==> src/rtl/wb_pkg.sv <==
// Shared definitions for the writeback arbiter: register-file geometry and
// the per-cycle write-slot winner encoding.
package wb_pkg;

    localparam int REG_ADDR_W = 5;
    localparam int REG_COUNT  = 32;

    typedef enum logic [1:0] {
        WB_NONE,
        WB_PIPE,
        WB_FIFO,
        WB_BYPASS
    } wb_src_t;

endpackage

==> src/rtl/wb_fifo.sv <==
// Late-result queue. Each slot has a valid bit that can be cleared by address,
// so squashed entries still occupy space until they drain past the head.
module wb_fifo
    import wb_pkg::*;
#(
    parameter int WIDTH = 32,
    parameter int DEPTH = 4
) (
    input  logic                    clk,
    input  logic                    reset,
    input  logic                    push,
    input  logic [REG_ADDR_W-1:0]   push_addr,
    input  logic [WIDTH-1:0]        push_data,
    input  logic                    pop,
    input  logic                    kill_en,
    input  logic [REG_ADDR_W-1:0]   kill_addr,
    output logic                    head_valid,
    output logic [REG_ADDR_W-1:0]   head_addr,
    output logic [WIDTH-1:0]        head_data,
    output logic                    empty,
    output logic                    full,
    output logic [$clog2(DEPTH):0]  live_count,
    output logic [REG_COUNT-1:0]    pending_mask
);

    localparam int PTR_W = $clog2(DEPTH);
    localparam int CNT_W = PTR_W + 1;

    logic                  valid_q [DEPTH];
    logic [REG_ADDR_W-1:0] addr_q  [DEPTH];
    logic [WIDTH-1:0]      data_q  [DEPTH];
    logic [PTR_W-1:0]      head_q;
    logic [PTR_W-1:0]      tail_q;
    logic [CNT_W-1:0]      occ_q;

    // Popped slots have their valid bit cleared, so an address kill may scan every slot.
    always_ff @(posedge clk or negedge reset) begin
        if (!reset) begin
            head_q <= '0;
            tail_q <= '0;
            occ_q  <= '0;
            for (int i = 0; i < DEPTH; i++) begin
                valid_q[i] <= 1'b0;
                addr_q[i]  <= '0;
                data_q[i]  <= '0;
            end
        end else begin
            if (kill_en) begin
                for (int i = 0; i < DEPTH; i++) begin
                    if (addr_q[i] == kill_addr) begin
                        valid_q[i] <= 1'b0;
                    end
                end
            end
            if (pop) begin
                valid_q[head_q] <= 1'b0;
                head_q          <= head_q + 1'b1;
            end
            if (push) begin
                valid_q[tail_q] <= 1'b1;
                addr_q[tail_q]  <= push_addr;
                data_q[tail_q]  <= push_data;
                tail_q          <= tail_q + 1'b1;
            end
            case ({push, pop})
                2'b10:   occ_q <= occ_q + 1'b1;
                2'b01:   occ_q <= occ_q - 1'b1;
                default: occ_q <= occ_q;
            endcase
        end
    end

    always_comb begin
        live_count   = '0;
        pending_mask = '0;
        for (int i = 0; i < DEPTH; i++) begin
            live_count = live_count + CNT_W'(valid_q[i]);
            if (valid_q[i]) begin
                pending_mask[addr_q[i]] = 1'b1;
            end
        end
    end

    assign head_valid = valid_q[head_q];
    assign head_addr  = addr_q[head_q];
    assign head_data  = data_q[head_q];
    assign empty      = (occ_q == '0);
    assign full       = (occ_q == CNT_W'(DEPTH));

endmodule

==> src/rtl/wb_arbiter.sv <==
// Writeback arbiter: one register-file write per cycle, pipeline first, then
// queued late results, then a direct bypass of a late result into an empty queue.
module wb_arbiter
    import wb_pkg::*;
#(
    parameter int width = 32,
    parameter int DEPTH = 4
) (
    input  logic                    clk,
    input  logic                    reset,
    input  logic                    pipe_valid,
    input  logic [REG_ADDR_W-1:0]   pipe_addr,
    input  logic [width-1:0]        pipe_data,
    input  logic                    late_valid,
    output logic                    late_ready,
    input  logic [REG_ADDR_W-1:0]   late_addr,
    input  logic [width-1:0]        late_data,
    output logic [REG_ADDR_W-1:0]   W_addr,
    output logic [width-1:0]        W_data,
    output logic                    wr_enable,
    output logic [REG_COUNT-1:0]    pending_mask,
    output logic [$clog2(DEPTH):0]  queue_count
);

    logic                  fifo_push;
    logic                  fifo_pop;
    logic                  fifo_empty;
    logic                  fifo_full;
    logic                  head_valid;
    logic [REG_ADDR_W-1:0] head_addr;
    logic [width-1:0]      head_data;
    logic                  pipe_win;
    logic                  late_xfer;
    logic                  late_live;
    wb_src_t               src;

    logic                  wr_enable_q;
    logic [REG_ADDR_W-1:0] W_addr_q;
    logic [width-1:0]      W_data_q;

    wb_fifo #(
        .WIDTH (width),
        .DEPTH (DEPTH)
    ) u_fifo (
        .clk          (clk),
        .reset        (reset),
        .push         (fifo_push),
        .push_addr    (late_addr),
        .push_data    (late_data),
        .pop          (fifo_pop),
        .kill_en      (pipe_win),
        .kill_addr    (pipe_addr),
        .head_valid   (head_valid),
        .head_addr    (head_addr),
        .head_data    (head_data),
        .empty        (fifo_empty),
        .full         (fifo_full),
        .live_count   (queue_count),
        .pending_mask (pending_mask)
    );

    assign late_ready = !fifo_full && reset;
    assign late_xfer  = late_valid && late_ready;
    assign late_live  = late_xfer && (late_addr != '0);
    assign pipe_win   = pipe_valid && (pipe_addr != '0);

    // A late result colliding with a winning pipeline write to the same register is older, so it is dropped.
    always_comb begin
        src = WB_NONE;
        if (pipe_win) begin
            src = WB_PIPE;
        end else if (!fifo_empty) begin
            src = WB_FIFO;
        end else if (late_live) begin
            src = WB_BYPASS;
        end
        fifo_pop  = (src == WB_FIFO);
        fifo_push = late_live && (src != WB_BYPASS)
                    && !(pipe_win && (late_addr == pipe_addr));
    end

    always_ff @(posedge clk or negedge reset) begin
        if (!reset) begin
            wr_enable_q <= 1'b0;
            W_addr_q    <= '0;
            W_data_q    <= '0;
        end else begin
            wr_enable_q <= 1'b0;
            unique case (src)
                WB_PIPE: begin
                    wr_enable_q <= 1'b1;
                    W_addr_q    <= pipe_addr;
                    W_data_q    <= pipe_data;
                end
                WB_FIFO: begin
                    if (head_valid) begin
                        wr_enable_q <= 1'b1;
                        W_addr_q    <= head_addr;
                        W_data_q    <= head_data;
                    end
                end
                WB_BYPASS: begin
                    wr_enable_q <= 1'b1;
                    W_addr_q    <= late_addr;
                    W_data_q    <= late_data;
                end
                default: begin
                end
            endcase
        end
    end

    assign wr_enable = wr_enable_q;
    assign W_addr    = W_addr_q;
    assign W_data    = W_data_q;

endmodule

==> config.mk <==
export PLATFORM = sky130hd
export DESIGN_NAME = wb_arbiter
export DESIGN_NICKNAME = d
export VERILOG_FILES = /design/src/rtl/wb_pkg.sv /design/src/rtl/wb_fifo.sv /design/src/rtl/wb_arbiter.sv
export SDC_FILE = /design/constraint.sdc
export NUM_CORES = 1
export LEC_CHECK = 0
export CORE_ASPECT_RATIO = 1.1
export CORE_MARGIN = 3
export CORE_UTILIZATION = 40
export DETAILED_ROUTE_END_ITERATION = 6
export GPL_ROUTABILITY_DRIVEN = 0
export GPL_TIMING_DRIVEN = 1
export HOLD_SLACK_MARGIN = 0.1
export PLACE_DENSITY = 0.61
export RECOVER_POWER = 25
export SYNTH_ARGS = -nofsm -noshare
export SYNTH_HDL_FRONTEND = slang
export SYNTH_SLANG_ARGS = --single-unit
==> constraint.sdc <==
create_clock -name clk -period 5.6 [get_ports clk]
set_input_delay 1.12 -clock clk [delete_from_list [all_inputs] [get_ports clk]]
set_output_delay 1.12 -clock clk [all_outputs]
set_load 0.02 [all_outputs]
==> flow_results.xml <==
<?xml version="1.0" encoding="UTF-8"?>
<metrics>
  <group name="route">
    <metric name="detailroute.wirelength.met3" unit="um">1660</metric>
    <metric name="wl_per_cell" unit="um">21.6</metric>
    <metric name="post_drt_via_cell_ratio" unit="">5.85</metric>
    <metric name="remaining_drc_errors" unit="">0</metric>
    <metric name="routed_met1_length" unit="um">12600</metric>
    <metric name="routed-wl-met2" unit="um">13500</metric>
    <metric name="drt_wl_total" unit="um">28200</metric>
    <metric name="initialDrtViolationCount" unit="">819</metric>
    <metric name="first_pass_iters" unit="">5</metric>
    <metric name="num_vias" unit="">7637</metric>
    <metric name="drt.antenna.violating_nets" unit="">0</metric>
    <metric name="highest_layer" unit="">met4</metric>
  </group>
  <group name="global_route">
    <metric name="globalRouteTotalUtil" unit="">0.200</metric>
    <metric name="grt_antenna_before_repair" unit="">0</metric>
    <metric name="first_pass_grt_wire_length" unit="um">45300</metric>
    <metric name="grt_start_max_net_pins" unit="">75</metric>
    <metric name="grt_pass1_vias" unit="">8097</metric>
    <metric name="grt_remaining_overflow" unit="">0</metric>
  </group>
  <group name="synth">
    <metric name="post_synth_num_cell_types" unit="">49</metric>
    <metric name="async_flop_share" unit="">1.00</metric>
    <metric name="yosysSeqAreaShare" unit="">0.462</metric>
    <metric name="ys_seq_elements" unit="">197</metric>
    <metric name="post_synth_instance_area" unit="mm2">0.0107</metric>
    <metric name="number_of_enable_flip_flop_cells_after_synthesis" unit="">0</metric>
    <metric name="yosysWarningCount" unit="">0</metric>
    <metric name="yosys-top-cells-count" unit="">sky130_fd_sc_hd__dfrtp_1 (197), sky130_fd_sc_hd__mux2_2 (124), sky130_fd_sc_hd__clkbuf_1 (39)</metric>
    <metric name="mappedNetlistNets" unit="">918</metric>
    <metric name="synth_area_leaders" unit="">sky130_fd_sc_hd__dfrtp_1 (46%), sky130_fd_sc_hd__mux2_2 (13%), sky130_fd_sc_hd__mux4_2 (8.0%)</metric>
    <metric name="syn-instance-count" unit="">827</metric>
    <metric name="synth_largest_type_area_fraction" unit="">0.462</metric>
    <metric name="yosys.cell_count.top_type" unit="">sky130_fd_sc_hd__dfrtp_1</metric>
    <metric name="syn_area_cell" unit="um2">12.9</metric>
    <metric name="synth.largest_area_cell" unit="">sky130_fd_sc_hd__dfrtp_1</metric>
    <metric name="synth_top_flop_cell" unit="">sky130_fd_sc_hd__dfrtp_1</metric>
  </group>
  <group name="floorplanning">
    <metric name="core_region_area" unit="mm2">0.0262</metric>
    <metric name="die-height" unit="um">177</metric>
    <metric name="io_pins" unit="">152</metric>
    <metric name="die_area" unit="mm2">0.0287</metric>
    <metric name="die_width" unit="um">162</metric>
    <metric name="fp-row-count" unit="">62</metric>
    <metric name="floorplan.initialDensity" unit="">0.407</metric>
  </group>
  <group name="worst_setup_path">
    <metric name="critPathKind" unit="">flip-flop to primary output</metric>
    <metric name="worstPathArrival" unit="ns">2.93</metric>
    <metric name="reg2reg_slack" unit="ns">2.58</metric>
    <metric name="worst_r2r_path_depth" unit="">7</metric>
    <metric name="worstSetupEndpointType" unit="">primary output</metric>
    <metric name="r2r-end" unit="">W_data[24]$_DFFE_PN0P_</metric>
    <metric name="critPathMaxFanout" unit="">8</metric>
    <metric name="worstReg2RegStart" unit="">u_fifo.head_q[1]$_DFFE_PN0P_</metric>
    <metric name="startpoint_type" unit="">flip-flop</metric>
    <metric name="required" unit="ns">4.48</metric>
  </group>
  <group name="placement">
    <metric name="place_worst_setup_slack" unit="ns">1.31</metric>
    <metric name="portBuffers" unit="">151</metric>
    <metric name="post-dp-hpwl" unit="um">17600</metric>
    <metric name="place_inst" unit="">1274</metric>
  </group>
  <group name="timing">
    <metric name="clock_skew" unit="ns">0.0161</metric>
    <metric name="maxSlewViolCount" unit="">0</metric>
    <metric name="fmaxAchievable" unit="MHz">247</metric>
    <metric name="hold_viol" unit="">0</metric>
    <metric name="setup-violations-final" unit="">0</metric>
    <metric name="min_period" unit="ns">4.05</metric>
    <metric name="slew_headroom" unit="">0.166</metric>
    <metric name="rsz0062_at_grt" unit="">no</metric>
    <metric name="post-route-worst-setup-slack" unit="ns">1.55</metric>
    <metric name="min_period_over_period" unit="">0.723</metric>
    <metric name="worstMarginPinSlew" unit="ns">1.25</metric>
    <metric name="fin_setup_tns" unit="ns">0</metric>
    <metric name="fin_worst_hold_slack" unit="ns">0.492</metric>
  </group>
  <group name="final_layout">
    <metric name="final_net_count" unit="">1032</metric>
    <metric name="post_route_cells_drive_above_1_share" unit="">0.242</metric>
    <metric name="fin_util" unit="">0.495</metric>
    <metric name="synthToLayoutAreaGrowth" unit="%">21.7</metric>
    <metric name="final_cell_count_no_fill" unit="">1306</metric>
    <metric name="antenna-diode-count" unit="">0</metric>
  </group>
  <group name="pwr">
    <metric name="peakVddDrop" unit="mV">0.256</metric>
    <metric name="power_density" unit="mW/mm2">557</metric>
    <metric name="p_leak" unit="nW">5.15</metric>
  </group>
  <group name="worst_hold_path">
    <metric name="hold_start" unit="">u_fifo.data_q[125]$_DFFE_PN0P_</metric>
    <metric name="hold_path_depth" unit="">1</metric>
    <metric name="holdCritPathClass" unit="">flip-flop to flip-flop</metric>
    <metric name="hold-path-endpoint" unit="">u_fifo.data_q[125]$_DFFE_PN0P_</metric>
  </group>
  <group name="cts">
    <metric name="postCtsSetupRepairBufs" unit="">0</metric>
    <metric name="cts_tree" unit="">built</metric>
    <metric name="cts.sinks" unit="">197</metric>
    <metric name="number_of_buffers_created_by_cts" unit="">17</metric>
    <metric name="cts_max_path_buffers" unit="">2</metric>
    <metric name="clock_network_latency_to_the_later_pin_of_the_worst_skew_pair" unit="ns">0.43</metric>
    <metric name="ctsRootBufferMaster" unit="">sky130_fd_sc_hd__clkbuf_16</metric>
    <metric name="postCtsHoldBufs" unit="">0</metric>
    <metric name="cts_max_level" unit="">4</metric>
    <metric name="worst_setup_hold_path_clk_slew" unit="ns">0.08</metric>
    <metric name="post_cts_resize_count" unit="">0</metric>
  </group>
  <group name="run_status">
    <metric name="status" unit="">completed</metric>
  </group>
  <group name="job">
    <metric name="max_cap_viol_count" unit="">0</metric>
  </group>
</metrics>
critical path, cell delays in order, from the launching register on:
cell                              delay (ns)
sky130_fd_sc_hd__dfrtp_1                0.48
sky130_fd_sc_hd__nor3b_1                0.98
sky130_fd_sc_hd__a22oi_1                0.21
sky130_fd_sc_hd__o221ai_1               0.16
sky130_fd_sc_hd__clkdlybuf4s50_1        0.66
cell usage in the layout, fill, tap and decap left out, types with 14 or more instances in the layout:
| cell | instances |
|---|---|
| sky130_fd_sc_hd__a221o_1 | 14 |
| sky130_fd_sc_hd__mux4_2 | 38 |
| sky130_fd_sc_hd__a21boi_0 | 36 |
| sky130_fd_sc_hd__mux2_2 | 124 |
| sky130_fd_sc_hd__buf_4 | 14 |
| sky130_fd_sc_hd__mux2_1 | 24 |
| sky130_fd_sc_hd__o221ai_1 | 16 |
| sky130_fd_sc_hd__dfrtp_1 | 195 |
| sky130_fd_sc_hd__clkdlybuf4s50_1 | 150 |
| sky130_fd_sc_hd__o22ai_1 | 14 |
| sky130_fd_sc_hd__o21a_1 | 36 |
| sky130_fd_sc_hd__and2_1 | 37 |
| sky130_fd_sc_hd__xnor2_1 | 18 |
| sky130_fd_sc_hd__a22oi_1 | 16 |
| sky130_fd_sc_hd__clkbuf_16 | 17 |
| sky130_fd_sc_hd__o32a_1 | 36 |
| sky130_fd_sc_hd__nand2_1 | 16 |
per-layer routing:
layer / vias to the layer above / global-route usage
met5: - / 0
met4: 0 / 0.0555
met3: 37 / 0.0454
met2: 257 / 0.326
met1: 3953 / 0.271
li1: 3390 / -
flip-flops by register name, summed over array words and instances, names as in the netlist:
register and cells:
W_addr 5, W_data 32, u_fifo.addr_q 20, u_fifo.data_q 128, u_fifo.head_q 2, u_fifo.occ_q 3, u_fifo.tail_q 2, u_fifo.valid_q 4
wr_enable 1
worst max-delay path by stage:
stage,start,to,slack [ns],cells after the start
finish,u_fifo.addr_q[16]$_DFFE_PN0P_,pending_mask[4],1.55,4
global route,u_fifo.addr_q[16]$_DFFE_PN0P_,pending_mask[16],1.46,4
CTS,u_fifo.addr_q[16]$_DFFE_PN0P_,pending_mask[16],1.57,4
detailed placement,pipe_addr[3],W_data[14]$_DFFE_PN0P_,1.31,8
global placement,pipe_addr[3],W_addr[4]$_DFFE_PN0P_,1.35,8
floorplan,pipe_addr[0],u_fifo.occ_q[2]$_DFFE_PN0P_,2.10,12
final cells by class:
class	instances	area (um2)
repair buffers	165	1620
well taps	352	440
flip-flops and latches	197	4930
multi-input cells	551	5360
fillers	2400	13200
clock inverters	14	160
inverters	9	33.8
clock buffers	18	439
power breakdown:
group / internal (mW) / switching, mW / total, mW / leakage (nW)
registers: 2.13 / 0.564 / 2.70 / 2.38
logic: 1.75 / 1.55 / 3.30 / 2.48
clock network: 0.649 / 0.581 / 1.23 / 0.292
total: 4.53 / 2.69 / 7.23 / 5.15
kinds of logic (layout without fill, tap and decap cells):
| family | Yosys count | after routing | synth area share |
|---|---|---|---|
| flip-flops | 197 | 197 | 0.462 |
| buffers and inverters | 79 | 206 | 0.0394 |
| AND/OR/NAND/NOR | 129 | 129 | 0.0747 |
| XOR/XNOR | 30 | 30 | 0.0246 |
| adder cells (fa/ha/maj) | 13 | 13 | 0.0167 |
| multiplexers | 186 | 186 | 0.236 |
| AO/OA/AOI/OAI | 193 | 193 | 0.146 |
per-stage QoR:
step	total power, mW	area [um2]
global route	7.68	13000
finish	7.23	13000
detailed placement	6.02	12400
floorplan	4.88	10700
global placement	5.96	12400
CTS	7.27	13000
Power figures use the tool's default switching activity.
